==> config.mk <==
export PLATFORM = sky130hd
export DESIGN_NAME = clk_div_monitor
export DESIGN_NICKNAME = d
export VERILOG_FILES = /design/src/rtl/clk_div_monitor.sv
export SDC_FILE = /design/constraint.sdc
export NUM_CORES = 1
export LEC_CHECK = 0
export CORE_UTILIZATION = 35
export CTS_BUF_LIST = sky130_fd_sc_hd__clkbuf_4
export CTS_CLUSTER_DIAMETER = 100
export DETAILED_ROUTE_END_ITERATION = 8
export PLACE_DENSITY = 0.67
export SLEW_MARGIN = 40
export SYNTH_ARGS = -nofsm -noshare
export SYNTH_HDL_FRONTEND = slang
export SYNTH_SLANG_ARGS = --single-unit
==> constraint.sdc <==
create_clock -name clk -period 3.5 [get_ports clk]
set_clock_uncertainty 0.15 [all_clocks]
set_input_delay 0.35 -clock clk [delete_from_list [all_inputs] [get_ports clk]]
set_output_delay 0.35 -clock clk [all_outputs]
set_load 0.005 [all_outputs]
==> src/rtl/clk_div_monitor.sv <==
`default_nettype none
// ============================================================================
// Module      : clk_div_monitor
// Description : Receive-side checker for synchronous mod-N clock dividers.
//               Measures the period and high-phase length of every divided
//               clock cycle in clk cycles, compares them against the expected
//               ratio/duty, tracks lock, and flags a stalled divider.
// Revision    : 1.0 - initial release
// ============================================================================
module clk_div_monitor #(
  parameter int CNT_W    = 8,
  parameter int LOCK_CNT = 4
) (
  input  logic             clk,
  input  logic             rst,
  input  logic             div_clk_in,
  input  logic [CNT_W-1:0] exp_n,
  input  logic [CNT_W-1:0] exp_high,
  output logic [CNT_W-1:0] period,
  output logic [CNT_W-1:0] high_time,
  output logic             meas_valid,
  output logic             locked,
  output logic             err,
  output logic             stuck
);

  // Match counter only needs to reach LOCK_CNT, then saturates there.
  localparam int MC_W = (LOCK_CNT < 2) ? 1 : $clog2(LOCK_CNT + 1);
  localparam logic [MC_W-1:0]  C_LOCK    = MC_W'(LOCK_CNT);
  localparam logic [CNT_W-1:0] C_CNT_MAX = {CNT_W{1'b1}};
  localparam logic [CNT_W-1:0] C_CNT_ONE = CNT_W'(1);

  typedef enum logic [0:0] {
    SEEK = 1'b0,
    MEAS = 1'b1
  } state_t;

  state_t           state_q;
  logic             d1_q;
  logic [CNT_W-1:0] cnt_q;
  logic [CNT_W-1:0] hi_cap_q;
  logic [CNT_W-1:0] period_q;
  logic [CNT_W-1:0] high_time_q;
  logic [MC_W-1:0]  match_cnt_q;
  logic             meas_valid_q;
  logic             locked_q;
  logic             err_q;
  logic             stuck_q;

  logic             rise_w;
  logic             fall_w;
  logic             match_w;
  logic [MC_W-1:0]  match_cnt_d;

  // Edge detection against the previous sample, and the period comparison.
  // A period can only close on a rise, and a fall always precedes it, so
  // hi_cap_q holds the current period's high length at compare time.
  always_comb begin
    rise_w      = div_clk_in & ~d1_q;
    fall_w      = ~div_clk_in & d1_q;
    match_w     = (cnt_q == exp_n) && (hi_cap_q == exp_high);
    match_cnt_d = (match_cnt_q == C_LOCK) ? C_LOCK : (match_cnt_q + MC_W'(1));
  end

  // Measurement FSM: SEEK waits for the first rise, MEAS counts full periods.
  always_ff @(posedge clk) begin
    if (rst) begin
      state_q      <= SEEK;
      d1_q         <= 1'b0;
      cnt_q        <= '0;
      hi_cap_q     <= '0;
      period_q     <= '0;
      high_time_q  <= '0;
      match_cnt_q  <= '0;
      meas_valid_q <= 1'b0;
      locked_q     <= 1'b0;
      err_q        <= 1'b0;
      stuck_q      <= 1'b0;
    end else begin
      d1_q         <= div_clk_in;
      meas_valid_q <= 1'b0;
      err_q        <= 1'b0;
      stuck_q      <= 1'b0;

      if (state_q == SEEK) begin
        // The first rise only opens a period; nothing is reported yet.
        if (rise_w) begin
          state_q <= MEAS;
          cnt_q   <= C_CNT_ONE;
        end
      end else begin
        cnt_q <= cnt_q + C_CNT_ONE;
        if (fall_w) begin
          hi_cap_q <= cnt_q;
        end

        if (rise_w) begin
          period_q     <= cnt_q;
          high_time_q  <= hi_cap_q;
          meas_valid_q <= 1'b1;
          cnt_q        <= C_CNT_ONE;
          if (match_w) begin
            match_cnt_q <= match_cnt_d;
            if (match_cnt_d == C_LOCK) begin
              locked_q <= 1'b1;
            end
          end else begin
            match_cnt_q <= '0;
            locked_q    <= 1'b0;
            err_q       <= 1'b1;
          end
        end else if (cnt_q == C_CNT_MAX) begin
          // Counter would overflow: the divider has stalled. Go re-acquire,
          // keeping the last good measurement on the outputs.
          stuck_q     <= 1'b1;
          locked_q    <= 1'b0;
          match_cnt_q <= '0;
          state_q     <= SEEK;
        end
      end
    end
  end

  assign period     = period_q;
  assign high_time  = high_time_q;
  assign meas_valid = meas_valid_q;
  assign locked     = locked_q;
  assign err        = err_q;
  assign stuck      = stuck_q;

endmodule
`default_nettype wire

==> results of run 1 <==
-- state kept, by name, summed over array words and instances (netlist names) --
name         count
state_q          1
stuck            1
period           8
d1_q             1
cnt_q            8
locked           1
high_time        8
err              1
meas_valid       1
hi_cap_q         8
match_cnt_q      3
-- logic make-up after synthesis --
family	count (synthesis)	synth area share [%]
buf+inv	17	4.37
fa+ha+maj	3	2.12
xor+xnor	23	11.4
compound gates	29	9.52
flops	41	46.3
simple gates	82	21.3
mux	9	5.08
-- power by group through the flow --
stage	sequential, W	clock (W)	combinational (W)
final	0.000478	0.000210	0.0000611
after global routing	0.000479	0.000238	0.0000679
after CTS	0.000478	0.000218	0.0000614
after detailed placement	0.000489	0	0.0000613
after global placement	0.000489	0	0.0000609
after floorplan	0.000484	0	0.0000346
-- per-stage QoR --
stage / std cells / cell area (um^2) / hold WS [ns] / utilization [%]
3_3_place_gp: 296 / 2180 / 0.294 / 45.6
6_report: 302 / 2230 / 0.309 / 46.5
5_1_grt: 302 / 2230 / 0.335 / 46.5
4_1_cts: 302 / 2230 / 0.314 / 46.5
3_5_place_dp: 296 / 2180 / 0.298 / 45.6
2_1_floorplan: 204 / 1770 / 0.301 / -
-- worst max path at each step --
stage,depth (start not counted),to
after floorplan,6,locked
after global placement,5,locked
after detailed placement,4,cnt_q[3]
after CTS,5,locked
after global routing,5,locked
final,5,locked
-- cell type report --
cell class | count | area share, %
multi-input cells | 146 | 39.3
flip-flops and latches | 41 | 36.9
clock buffers | 5 | 1.69
clock inverters | 1 | 0.225
repair buffers | 40 | 17.8
inverters | 2 | 0.337
well taps | 67 | 3.77
-- worst max-delay path, stage by stage, from the launching register on --
cell and delay (ns):
dfxtp_1 0.50, ha_1 0.24, and4_1 0.32, nand2_2 0.10
a2111o_1 0.42, a221oi_2 0.20
-- per-layer routing --
metal / GRT usage, % / share of wire (%) / up-vias
met5: 0 / 0 / -
met4: 5.23 / 1.5 / 0
met3: 3.45 / 3.1 / 6
met2: 23.6 / 48 / 29
met1: 20.8 / 47 / 648
li1: - / - / 737
-- placed cells by master, fill, tap and decap left out, types with 4 or more instances in the layout --
cell type / n
xor2_1: 20
nor4_1: 4
nand2_1: 41
a21oi_1: 20
clkdlybuf4s50_1: 38
mux2i_1: 9
clkbuf_4: 5
nor2_1: 16
o21ai_0: 4
dfxtp_1: 41
==> results.sh, run 1 <==
export IMPL_fin_crit_sh_pct=57.3
export IMPL_worstHoldEndpoint="period[3]"
export IMPL_nFillCells=504
export IMPL_cp_arrival_ns=2.12
export IMPL_synth_top_area_share_pct=46.3
export IMPL_io_buffers=38
export IMPL_grt_pass1_wl_um=6170
export IMPL_dp_hpwl_um=2710
export IMPL_synth_main_ff_cell="dfxtp_1"
export IMPL_async_reset_ff_share_pct=0
export IMPL_grt_max_degree=20
export IMPL_synth_area_um2=1770
export IMPL_routed_wirelength_um=3650
export IMPL_firstDrtPassIters=4
export IMPL_ys_top_cells_by_area="dfxtp_1, xor2_1, nand2_1, a21oi_1, mux2i_1"
export IMPL_maxCapViolations=0
export IMPL_ys_types=33
export IMPL_status="completed"
export IMPL_synth_nets=226
export IMPL_power_frac_comb_pct=8.1
export IMPL_cts_buffer_depth=2
export IMPL_p_int_w=0.000574
export IMPL_synth_seq_area_share_pct=46.3
export IMPL_min_path_cells=2
export IMPL_ys_top_cells_by_count="dfxtp_1, nand2_1, a21oi_1, xor2_1, nor2_1"
export IMPL_antenna_found_initial=0
export IMPL_synth_edff_count=0
export IMPL_core_area_um2=4790
export IMPL_critPathRequiredTime_ns=3.61
export IMPL_worst_pin_slew_ns=0.612
export IMPL_cts_sinks=41
export IMPL_swShare_pct=23.4
export IMPL_hold_path_class="reg -> reg"
export IMPL_p_sw_w=0.000176
export IMPL_route_detailed_drc=0
export IMPL_post_cts_resized=0
export IMPL_r2r_slack_ns=1.49
export IMPL_syn_avg_cell_area_um2=8.70
export IMPL_grt_overflow_total=0
export IMPL_total_power_w=0.000750
export IMPL_rsz0062_at_grt="no"
export IMPL_vias_per_cell=4.70
export IMPL_rows=25
export IMPL_route_vias_total=1420
export IMPL_ant_nets=0
export IMPL_hold_viol=0
export IMPL_r2r_start="cnt_q[0]"
export IMPL_cts_htree_levels=2
export IMPL_postCtsSetupRepairBufs=0
export IMPL_path_max_fanout=7
export IMPL_relSlewSlack_pct=59.2
export IMPL_final_setup_tns_ns=0
export IMPL_peakVddDrop_mv=0.195
export IMPL_reg2regPathDepth=5
export IMPL_wl_per_cell_um=12.1
export IMPL_cp_start_kind="flip-flop"
export IMPL_holdBufCountCts=0
export IMPL_regToRegEndpoint="locked"
export IMPL_grt_usage_pct=15.2
export IMPL_seq_area_um2=821
export IMPL_setup_viol=0
export IMPL_post_synth_top_area_cell="dfxtp_1"
export IMPL_min_delay_start="period[3]"
export IMPL_worst_slack_ns=1.49
export IMPL_io_pins=39
export IMPL_synth_cells=204
export IMPL_nets=258
export IMPL_powerDensity_nw_per_um2=337
export IMPL_die_h_um=73.2
export IMPL_seqPwrFrac_pct=63.8
export IMPL_root_buffer="clkbuf_4"
export IMPL_drt_iter0_markers=69
export IMPL_crit_type="reg -> reg"
export IMPL_grt_pass1_vias=1318
export IMPL_fin_crit_ns=2.01
export IMPL_cts_buffers=5
export IMPL_synthToLayoutAreaGrowth_pct=25.5
export IMPL_n_antenna_cell=0
export IMPL_fmax_mhz=498
export IMPL_pwr_share_clk_pct=28.0
export IMPL_finalMaxSlewViolations=0
export IMPL_cts_tree="done"
export IMPL_leakage_nw=0.857
export IMPL_drive_above_1_share_pct=4.68
export IMPL_synth_warnings=0
export IMPL_place_ws_ns=1.31
export IMPL_ys_ff_latch=41
export IMPL_crit_start="cnt_q[0]"
export IMPL_clk_pin_slew_worst_paths_ns=0.11
export IMPL_gp_congestion=0.769
export IMPL_multi_input_area_um2=876
export IMPL_cp_end_kind="flip-flop"
export IMPL_dieWidth_um=73.2
export IMPL_die_area_um2=5360
export IMPL_clock_latency_ns=0.34
export IMPL_initial_utilization_pct=37.1
No activity file was read; power rests on OpenSTA's default activity.
==> inputs of run 2 (changes only) <==
--- a/config.mk
+++ b/config.mk
@@ -9,7 +9,7 @@
 export CTS_BUF_LIST = sky130_fd_sc_hd__clkbuf_4
 export CTS_CLUSTER_DIAMETER = 100
 export DETAILED_ROUTE_END_ITERATION = 8
-export PLACE_DENSITY = 0.67
+export PLACE_DENSITY = 0.69
 export SLEW_MARGIN = 40
 export SYNTH_ARGS = -nofsm -noshare
 export SYNTH_HDL_FRONTEND = slang
==> constraint.sdc (replaced) <==
create_clock -name clk -period 1.82 [get_ports clk]
set_clock_uncertainty 0.15 [all_clocks]
set_input_delay 0.182 -clock clk [delete_from_list [all_inputs] [get_ports clk]]
set_output_delay 0.182 -clock clk [all_outputs]
set_load 0.005 [all_outputs]
==> results.sh, run 2 (synthesis gave the netlist of run 1 again) <==
export IMPL_route_vias_total=1502
export IMPL_core_area_um2=4790
export IMPL_status="completed"
export IMPL_cts_buffers=5
export IMPL_grt_overflow_total=0
export IMPL_die_h_um=73.2
export IMPL_synthToLayoutAreaGrowth_pct=36.2
export IMPL_io_pins=39
export IMPL_final_common_cell="nand2_1"
export IMPL_rows=25
export IMPL_setup_viol=0
export IMPL_wl_per_cell_um=12.1
export IMPL_powerDensity_nw_per_um2=678
export IMPL_root_buffer="clkbuf_4"
export IMPL_fmax_mhz=568
export IMPL_maxCapViolations=0
export IMPL_drive_above_1_share_pct=14.7
export IMPL_initial_utilization_pct=37.1
export IMPL_dieWidth_um=73.2
export IMPL_peakVddDrop_mv=0.390
export IMPL_fin_area_um2=2420
export IMPL_routed_wirelength_um=3870
export IMPL_cts_htree_levels=2
export IMPL_min_path_cells=2
export IMPL_hold_path_class="reg -> reg"
export IMPL_finalMaxSlewViolations=0
export IMPL_grt_pass1_vias=1367
export IMPL_cts_buffer_depth=2
export IMPL_leakage_nw=0.964
export IMPL_relSlewSlack_pct=76.3
export IMPL_die_area_um2=5360
export IMPL_cp_cell_sequence="ha_2 -> and4_4 -> nand2_2 -> a2111o_1 -> a221oi_2"
export IMPL_path_max_fanout=4
export IMPL_clock_latency_ns=0.35
export IMPL_worst_pin_slew_ns=0.353
export IMPL_slowest_stage="a2111o_1"
export IMPL_route_detailed_drc=0
export IMPL_mostFrequentLayoutCells="nand2_1, clkdlybuf4s50_1, dfxtp_1, a21oi_1, xor2_1"
export IMPL_grt_max_degree=18
export IMPL_clk_pin_slew_worst_paths_ns=0.12
export IMPL_r2r_slack_ns=0.06
export IMPL_critPathRequiredTime_ns=1.94
export IMPL_cp_start_kind="flip-flop"
export IMPL_reg2regPathDepth=5
export IMPL_io_buffers=38
export IMPL_grt_usage_pct=15.3
export IMPL_cts_sinks=41
export IMPL_cp_end_kind="flip-flop"
export IMPL_fin_crit_sh_pct=96.7
export IMPL_antenna_found_initial=0
export IMPL_crit_type="reg -> reg"
export IMPL_hold_viol=0
export IMPL_firstDrtPassIters=4
export IMPL_cp_arrival_ns=1.88
export IMPL_cpPeakStageDelay_ns=0.43
export IMPL_holdBufCountCts=0
export IMPL_ant_nets=0
export IMPL_gp_congestion=0.753
export IMPL_grt_pass1_wl_um=6290
export IMPL_nets=274
export IMPL_dpl_cell_area_um2=2310
export IMPL_vias_per_cell=4.71
export IMPL_dp_hpwl_um=2830
export IMPL_cts_tree="done"
export IMPL_fin_crit_ns=1.76
export IMPL_drt_iter0_markers=45
export IMPL_final_setup_tns_ns=0
export IMPL_n_antenna_cell=0
-- run 2: final timing paths --
check                                   from           end
worst max-delay path                cnt_q[0]        locked
worst max register to register      cnt_q[0]        locked
worst min register to register  high_time[6]  high_time[6]
worst min-delay path            high_time[6]  high_time[6]
-- run 2: worst max-delay path, delay by kind of cell (launching register included) --
| family | cells | cell delay [ns] |
|---|---|---|
| fa+ha+maj | 1 | 0.19 |
| simple gates | 2 | 0.30 |
| compound gates | 2 | 0.64 |
| flops | 1 | 0.39 |
-- run 2: stage by stage --
step | setup WS, ns | utilization, % | power (W) | instances | hold slack [ns]
after global routing | -0.0400 | 50.5 | 0.00171 | 319 | 0.326
after global placement | -0.129 | 48.2 | 0.00107 | 311 | 0.293
after floorplan | 0.0263 | - | 0.000997 | 204 | 0.146
after detailed placement | -0.151 | 48.2 | 0.00108 | 311 | 0.296
after CTS | 0.0340 | 49.8 | 0.00165 | 318 | 0.313
final | 0.0601 | 50.5 | 0.00164 | 319 | 0.310
-- run 2: what timing repair did --
item	CTS	global route
pin swaps	0	1
setup buffers	0	1
gates cloned	0	0
setup endpoints to repair	1	4
gates resized for setup	2	9
-- run 2: routing by layer --
| layer | global-route usage, % | routed length [um] |
|---|---|---|
| met1 | 21.1 | 1920 |
| met2 | 23.4 | 1770 |
| met3 | 3.73 | 133 |
| met4 | 5.23 | 51 |
| met5 | 0 | 0 |
-- run 2: area by class of cell --
cell class | count | area (um^2)
well taps | 67 | 83.8
clock inverters | 2 | 35.0
clock buffers | 5 | 37.5
inverters | 2 | 7.51
fillers | 476 | 2370
repair buffers | 56 | 528
multi-input cells | 146 | 892
flip-flops and latches | 41 | 832
-- run 2: power breakdown --
part	leakage, nW	switching (W)	internal, W
clock network	0.0410	0.000298	0.000280
logic	0.589	0.0000668	0.0000804
registers	0.334	0.00000913	0.000905
total	0.964	0.000374	0.00127
